[src/rtl/systolic_sequencer.sv]
// systolic_sequencer: two-pass control FSM for the 3x3 systolic convolution core.
// Pass 0 feeds FEED0_LEN entries, drains, shifts out and captures the three
// diagonal results. The array is then cleared, and pass 1 feeds FEED1_LEN
// entries, drains, shifts out and captures the summed fourth result.
// All outputs are Moore-decoded from the registered state and phase counter.
// Optional feature: define SYSTOLIC_SEQ_BACK2BACK_EN to let a start seen in
// DONE launch the next run directly, with no IDLE bubble.
module systolic_sequencer #(
  parameter int unsigned FEED0_LEN = 9,
  parameter int unsigned FEED1_LEN = 3,
  parameter int unsigned DRAIN_LEN = 6,
  parameter int unsigned SHIFT_LEN = 3
) (
  input  logic       clk_in,
  input  logic       rst,
  input  logic       start,
  input  logic       abort,
  output logic       busy,
  output logic       done,
  output logic       pass,
  output logic [3:0] sel,
  output logic       feed_valid,
  output logic       mode,
  output logic       pe_rst,
  output logic       cap0,
  output logic       cap1
);

  typedef enum logic [3:0] {
    S_IDLE   = 4'd0,
    S_FEED0  = 4'd1,
    S_DRAIN0 = 4'd2,
    S_SHIFT0 = 4'd3,
    S_CAP0   = 4'd4,
    S_CLR    = 4'd5,
    S_FEED1  = 4'd6,
    S_DRAIN1 = 4'd7,
    S_SHIFT1 = 4'd8,
    S_CAP1   = 4'd9,
    S_DONE   = 4'd10,
    S_ABORT  = 4'd11
  } state_t;

  // Compare the counter against LEN-1 so that it never has to wrap.
  localparam logic [7:0] F0_LAST = 8'(FEED0_LEN - 1);
  localparam logic [7:0] F1_LAST = 8'(FEED1_LEN - 1);
  localparam logic [7:0] DR_LAST = 8'(DRAIN_LEN - 1);
  localparam logic [7:0] SH_LAST = 8'(SHIFT_LEN - 1);

  state_t     r_state;
  logic [7:0] r_cnt;
  state_t     w_state_next;
  logic [7:0] w_cnt_next;
  logic       w_timed;

  // State and phase counter registers; reset returns to IDLE at once.
  always_ff @(posedge clk_in or posedge rst) begin
    if (rst) begin
      r_state <= S_IDLE;
      r_cnt   <= 8'd0;
    end else begin
      r_state <= w_state_next;
      r_cnt   <= w_cnt_next;
    end
  end

  // Next-state, counter and Moore output decode.
  always_comb begin
    w_state_next = r_state;
    w_timed      = 1'b0;
    busy         = (r_state != S_IDLE);
    done         = 1'b0;
    pass         = 1'b0;
    sel          = 4'd0;
    feed_valid   = 1'b0;
    mode         = 1'b0;
    pe_rst       = 1'b0;
    cap0         = 1'b0;
    cap1         = 1'b0;

    case (r_state)
      S_IDLE: begin
        if (start && !abort) w_state_next = S_FEED0;
      end
      S_FEED0: begin
        w_timed    = 1'b1;
        feed_valid = 1'b1;
        sel        = r_cnt[3:0];
        if (r_cnt == F0_LAST) w_state_next = S_DRAIN0;
      end
      S_DRAIN0: begin
        w_timed = 1'b1;
        if (r_cnt == DR_LAST) w_state_next = S_SHIFT0;
      end
      S_SHIFT0: begin
        w_timed = 1'b1;
        mode    = 1'b1;
        if (r_cnt == SH_LAST) w_state_next = S_CAP0;
      end
      S_CAP0: begin
        cap0         = 1'b1;
        w_state_next = S_CLR;
      end
      S_CLR: begin
        pass         = 1'b1;
        pe_rst       = 1'b1;
        w_state_next = S_FEED1;
      end
      S_FEED1: begin
        w_timed    = 1'b1;
        pass       = 1'b1;
        feed_valid = 1'b1;
        sel        = r_cnt[3:0];
        if (r_cnt == F1_LAST) w_state_next = S_DRAIN1;
      end
      S_DRAIN1: begin
        w_timed = 1'b1;
        pass    = 1'b1;
        if (r_cnt == DR_LAST) w_state_next = S_SHIFT1;
      end
      S_SHIFT1: begin
        w_timed = 1'b1;
        pass    = 1'b1;
        mode    = 1'b1;
        if (r_cnt == SH_LAST) w_state_next = S_CAP1;
      end
      S_CAP1: begin
        pass         = 1'b1;
        cap1         = 1'b1;
        w_state_next = S_DONE;
      end
      S_DONE: begin
        pass = 1'b1;
        done = 1'b1;
`ifdef SYSTOLIC_SEQ_BACK2BACK_EN
        if (start && !abort) w_state_next = S_FEED0;
        else                 w_state_next = S_IDLE;
`else
        w_state_next = S_IDLE;
`endif
      end
      S_ABORT: begin
        pe_rst       = 1'b1;
        w_state_next = S_IDLE;
      end
      default: begin
        w_state_next = S_IDLE;
      end
    endcase

    // Abort overrides every transition of a run in progress.
    if (abort && (r_state != S_IDLE) && (r_state != S_ABORT))
      w_state_next = S_ABORT;

    // Counter restarts on every state change and only runs in timed states.
    if (w_state_next != r_state) w_cnt_next = 8'd0;
    else if (w_timed)            w_cnt_next = r_cnt + 8'd1;
    else                         w_cnt_next = 8'd0;
  end

endmodule
[config.mk]
export PLATFORM = sky130hd
export DESIGN_NAME = systolic_sequencer
export DESIGN_NICKNAME = d
export VERILOG_FILES = /design/src/rtl/systolic_sequencer.sv
export SDC_FILE = /design/constraint.sdc
export NUM_CORES = 1
export LEC_CHECK = 0
export ABC_CLOCK_PERIOD_IN_PS = 2930
export BUFFER_PORTS_ARGS = -buffer_cell sky130_fd_sc_hd__buf_2
export CORE_ASPECT_RATIO = 1.5
export CORE_MARGIN = 5
export CORE_UTILIZATION = 25
export CTS_CLUSTER_SIZE = 28
export DETAILED_ROUTE_END_ITERATION = 6
export SLEW_MARGIN = 20
export SYNTH_ARGS = -nofsm -noshare
export SYNTH_HDL_FRONTEND = slang
export SYNTH_SLANG_ARGS = --single-unit
[constraint.sdc]
create_clock -name clk_in -period 2.93 [get_ports clk_in]
set_input_delay 0.1465 -clock clk_in [delete_from_list [all_inputs] [get_ports clk_in]]
set_output_delay 0.1465 -clock clk_in [all_outputs]
set_load 0.01 [all_outputs]
==> impl_metrics.py <==
metrics = {
    "sta": {
        "finalCritPeriodShare": 0.7912,
        "timing.setup.tns_ns": 0,
        "unrepaired_setup_endpoints_after_global_routing": "no",
        "timing.clock.skew_ns": 0.003812,
        "max_clock_freq_mhz": 431.4,
        "finalMaxSlewViolations": 0,
        "setup_viol": 0,
        "finalCriticalPeriod_ns": 2.318,
        "worst_rel_slew_slack": 0.6095,
        "report.final.hold_viol_count": 0,
        "tightest_slew_ns": 0.5776,
    },
    "cts": {
        "ctsHoldBuffers": 1,
        "clk_transition_reported_paths_ns": 0.05,
        "cts_post_setup_buffers_inserted": 0,
        "clock-root-buffer": "sky130_fd_sc_hd__clkbuf_8",
        "numCtsBuffers": 3,
        "tritoncts_clock_tree": "built",
        "insertion_delay_ns": 0.24,
        "cts_htree_levels": 1,
        "post_cts_resized": 0,
        "clock_tree.buffer_depth": 2,
        "clock_sink_count": 12,
    },
    "worst_setup_path": {
        "endpoint_kind": "register",
        "timing.critical_path.required_ns": 3.02,
        "worst-r2r-setup-slack_ns": 0.61,
        "timing_worst_setup_path_type": "register to register",
        "worstPathMaxFanout": 8,
        "critPathLaunchType": "register",
        "reg2regPathDepth": 8,
        "arrival_ns": 2.41,
        "worst_reg2reg_endpoint": "r_cnt[1]",
        "r2r-start": "r_cnt[0]",
    },
    "place": {
        "placed_area_um2": 1250,
        "port_buffers": 15,
        "place_hpwl_um": 2396,
        "routability_congestion_estimate": 0.8175,
    },
    "synth": {
        "synth.avg_cell_area_um2": 7.933,
        "synth_edf_count": 0,
        "synth_top_area_share": 0.2685,
        "flip_flop_cell_with_the_highest_count_after_synthesis": "sky130_fd_sc_hd__dfrtp_1",
        "synthesis.instances": 141,
        "yosys.area.top_type": "sky130_fd_sc_hd__dfrtp_1",
        "post_synthesis_net_count": 149,
        "synth.yosys.seq_area_share": 0.2685,
        "synth.ff_latch_count": 12,
        "ys_async_sr_fraction": 1.000,
        "syn_area_um2": 1119,
        "yosys.cell_types.count": 50,
        "synth-warning-count": 0,
        "synthTopCellsByArea": "sky130_fd_sc_hd__dfrtp_1, sky130_fd_sc_hd__nor3_1, sky130_fd_sc_hd__ha_1",
    },
    "cells_and_area": {
        "layout_commonest_cell": "sky130_fd_sc_hd__buf_2",
        "nets": 165,
        "n_antenna_cell": 0,
        "final_cell_mix": "sky130_fd_sc_hd__buf_2, sky130_fd_sc_hd__nor3_1, sky130_fd_sc_hd__dfrtp_1",
        "layout_area_overhead_pct": 16.33,
        "final_design_area_no_fill_um2": 1301,
        "drive_above_1_share": 0.2065,
        "postLayoutCoreUtil": 0.3039,
    },
    "drt": {
        "drt-initial-drc-count": 73,
        "drcViolationCount": 0,
        "ant_nets": 0,
        "routed-via-count": 1105,
        "detail_route.wirelength_um": 3023,
        "highest-signal-layer": "met4",
        "routed-wl-met2_um": 1651,
        "viasPerCell": 5.498,
        "routed_wl_per_cell_um": 15.04,
        "detailroute.wirelength.met3_um": 106,
        "wirelength_met1_um": 1145,
        "dr.pass1.iters": 4,
    },
    "hold_path": {
        "min-delay-start": "abort",
        "min_path_cells": 3,
        "timing.hold.worst_endpoint": "r_state[0]",
        "class_of_the_most_critical_hold_timing_path": "primary input to register",
    },
    "global_routing": {
        "grtUsageTotal": 0.1088,
        "remaining_overflow_grt": 0,
        "first_global_vias": 1089,
        "grt_antenna_before_repair": 0,
        "grt_max_degree": 17,
        "wire_length_of_the_first_global_routing_pass_um": 5099,
    },
    "floorplan": {
        "coreArea_um2": 4282,
        "core.rowCount": 29,
        "initial_util": 0.2613,
        "height_of_the_die_um": 91.93,
        "io_pins": 16,
        "fp.dieW_um": 64.62,
        "total_die_area_um2": 5940,
    },
    "power": {
        "power_density_nw_per_um2": 829.7,
        "power_leakage_uw": 0.0005679,
        "vdd_ir_drop_max_v": 0.0002109,
    },
    "run_status": {
        "run_status": "finished clean",
    },
    "flow_run": {
        "max_cap_viols": 0,
    },
}
synth_stat cells, types with 3 or more instances:
cell	count
sky130_fd_sc_hd__ha_1	4
sky130_fd_sc_hd__inv_1	7
sky130_fd_sc_hd__clkbuf_1	6
sky130_fd_sc_hd__nand2_1	8
sky130_fd_sc_hd__a21oi_1	6
sky130_fd_sc_hd__and3_1	5
sky130_fd_sc_hd__nor2_1	8
sky130_fd_sc_hd__nor4_1	4
sky130_fd_sc_hd__nor3_1	12
sky130_fd_sc_hd__buf_1	3
sky130_fd_sc_hd__xor2_1	4
sky130_fd_sc_hd__nand3_1	9
sky130_fd_sc_hd__a31oi_1	3
sky130_fd_sc_hd__nor2b_1	4
sky130_fd_sc_hd__o21ai_0	5
sky130_fd_sc_hd__dfrtp_1	12
cell families after synthesis:
logic type | Yosys count | synth area share
buffers and inverters | 17 | 0.05816
AO/OA/AOI/OAI | 31 | 0.2047
adder cells (fa/ha/maj) | 4 | 0.04474
XOR/XNOR | 6 | 0.04698
flip-flops | 12 | 0.2685
AND/OR/NAND/NOR | 69 | 0.3580
multiplexers | 2 | 0.01902
layout make-up:
cell class	instances	area (um2)
Fill cell	468	2980
Multi-Input combinational cell	112	753.2
Sequential cell	12	300.3
Inverter	7	26.28
Tap cell	46	57.56
Timing Repair Buffer	21	122.6
Clock buffer	3	41.29
layer usage:
| layer | vias to the layer above | global-route usage |
|---|---|---|
| met5 | - | 0 |
| met4 | 0 | 0.08113 |
| met3 | 9 | 0.02078 |
| met2 | 28 | 0.1948 |
| met1 | 517 | 0.1089 |
| li1 | 551 | - |
report_power, final:
part	internal, uW	switching [uW]
Combinational	264	380
Sequential	196	96.8
Clock	90.0	53.5
Total	550	530
registers in the layout (all words and copies together), names as in the netlist:
signal   cells
r_cnt        8
r_state      4
per-stage QoR:
step	total power [uW]	setup slack, ns	cells	hold slack (ns)
final	1080	0.6119	201	0.3363
after global routing	1164	0.4225	201	0.3862
after CTS	1084	0.6110	201	0.3350
after detailed placement	933.6	0.6225	197	0.1744
after global placement	939.4	0.6483	197	0.1712
after floorplan	731.0	0.7736	141	0.01120
worst max-delay path, stage by stage (launching register included):
cell	delay (ns)
sky130_fd_sc_hd__dfrtp_1	0.43
sky130_fd_sc_hd__inv_1	0.13
sky130_fd_sc_hd__ha_1	0.15
sky130_fd_sc_hd__nor3b_1	0.45
sky130_fd_sc_hd__nand2_1	0.20
sky130_fd_sc_hd__or2_2	0.33
sky130_fd_sc_hd__a41oi_1	0.23
sky130_fd_sc_hd__buf_4	0.19
sky130_fd_sc_hd__nor4b_1	0.06
worst max-delay path by stage:
stage,start,to,slack [ns]
finish,r_cnt[0],r_cnt[1],0.61
global route,r_cnt[0],r_cnt[1],0.42
CTS,r_cnt[0],r_cnt[1],0.61
detailed placement,r_cnt[5],r_cnt[1],0.62
global placement,r_cnt[0],r_cnt[2],0.65
floorplan,r_cnt[5],r_cnt[2],0.77
Power figures use the tool's default switching activity.
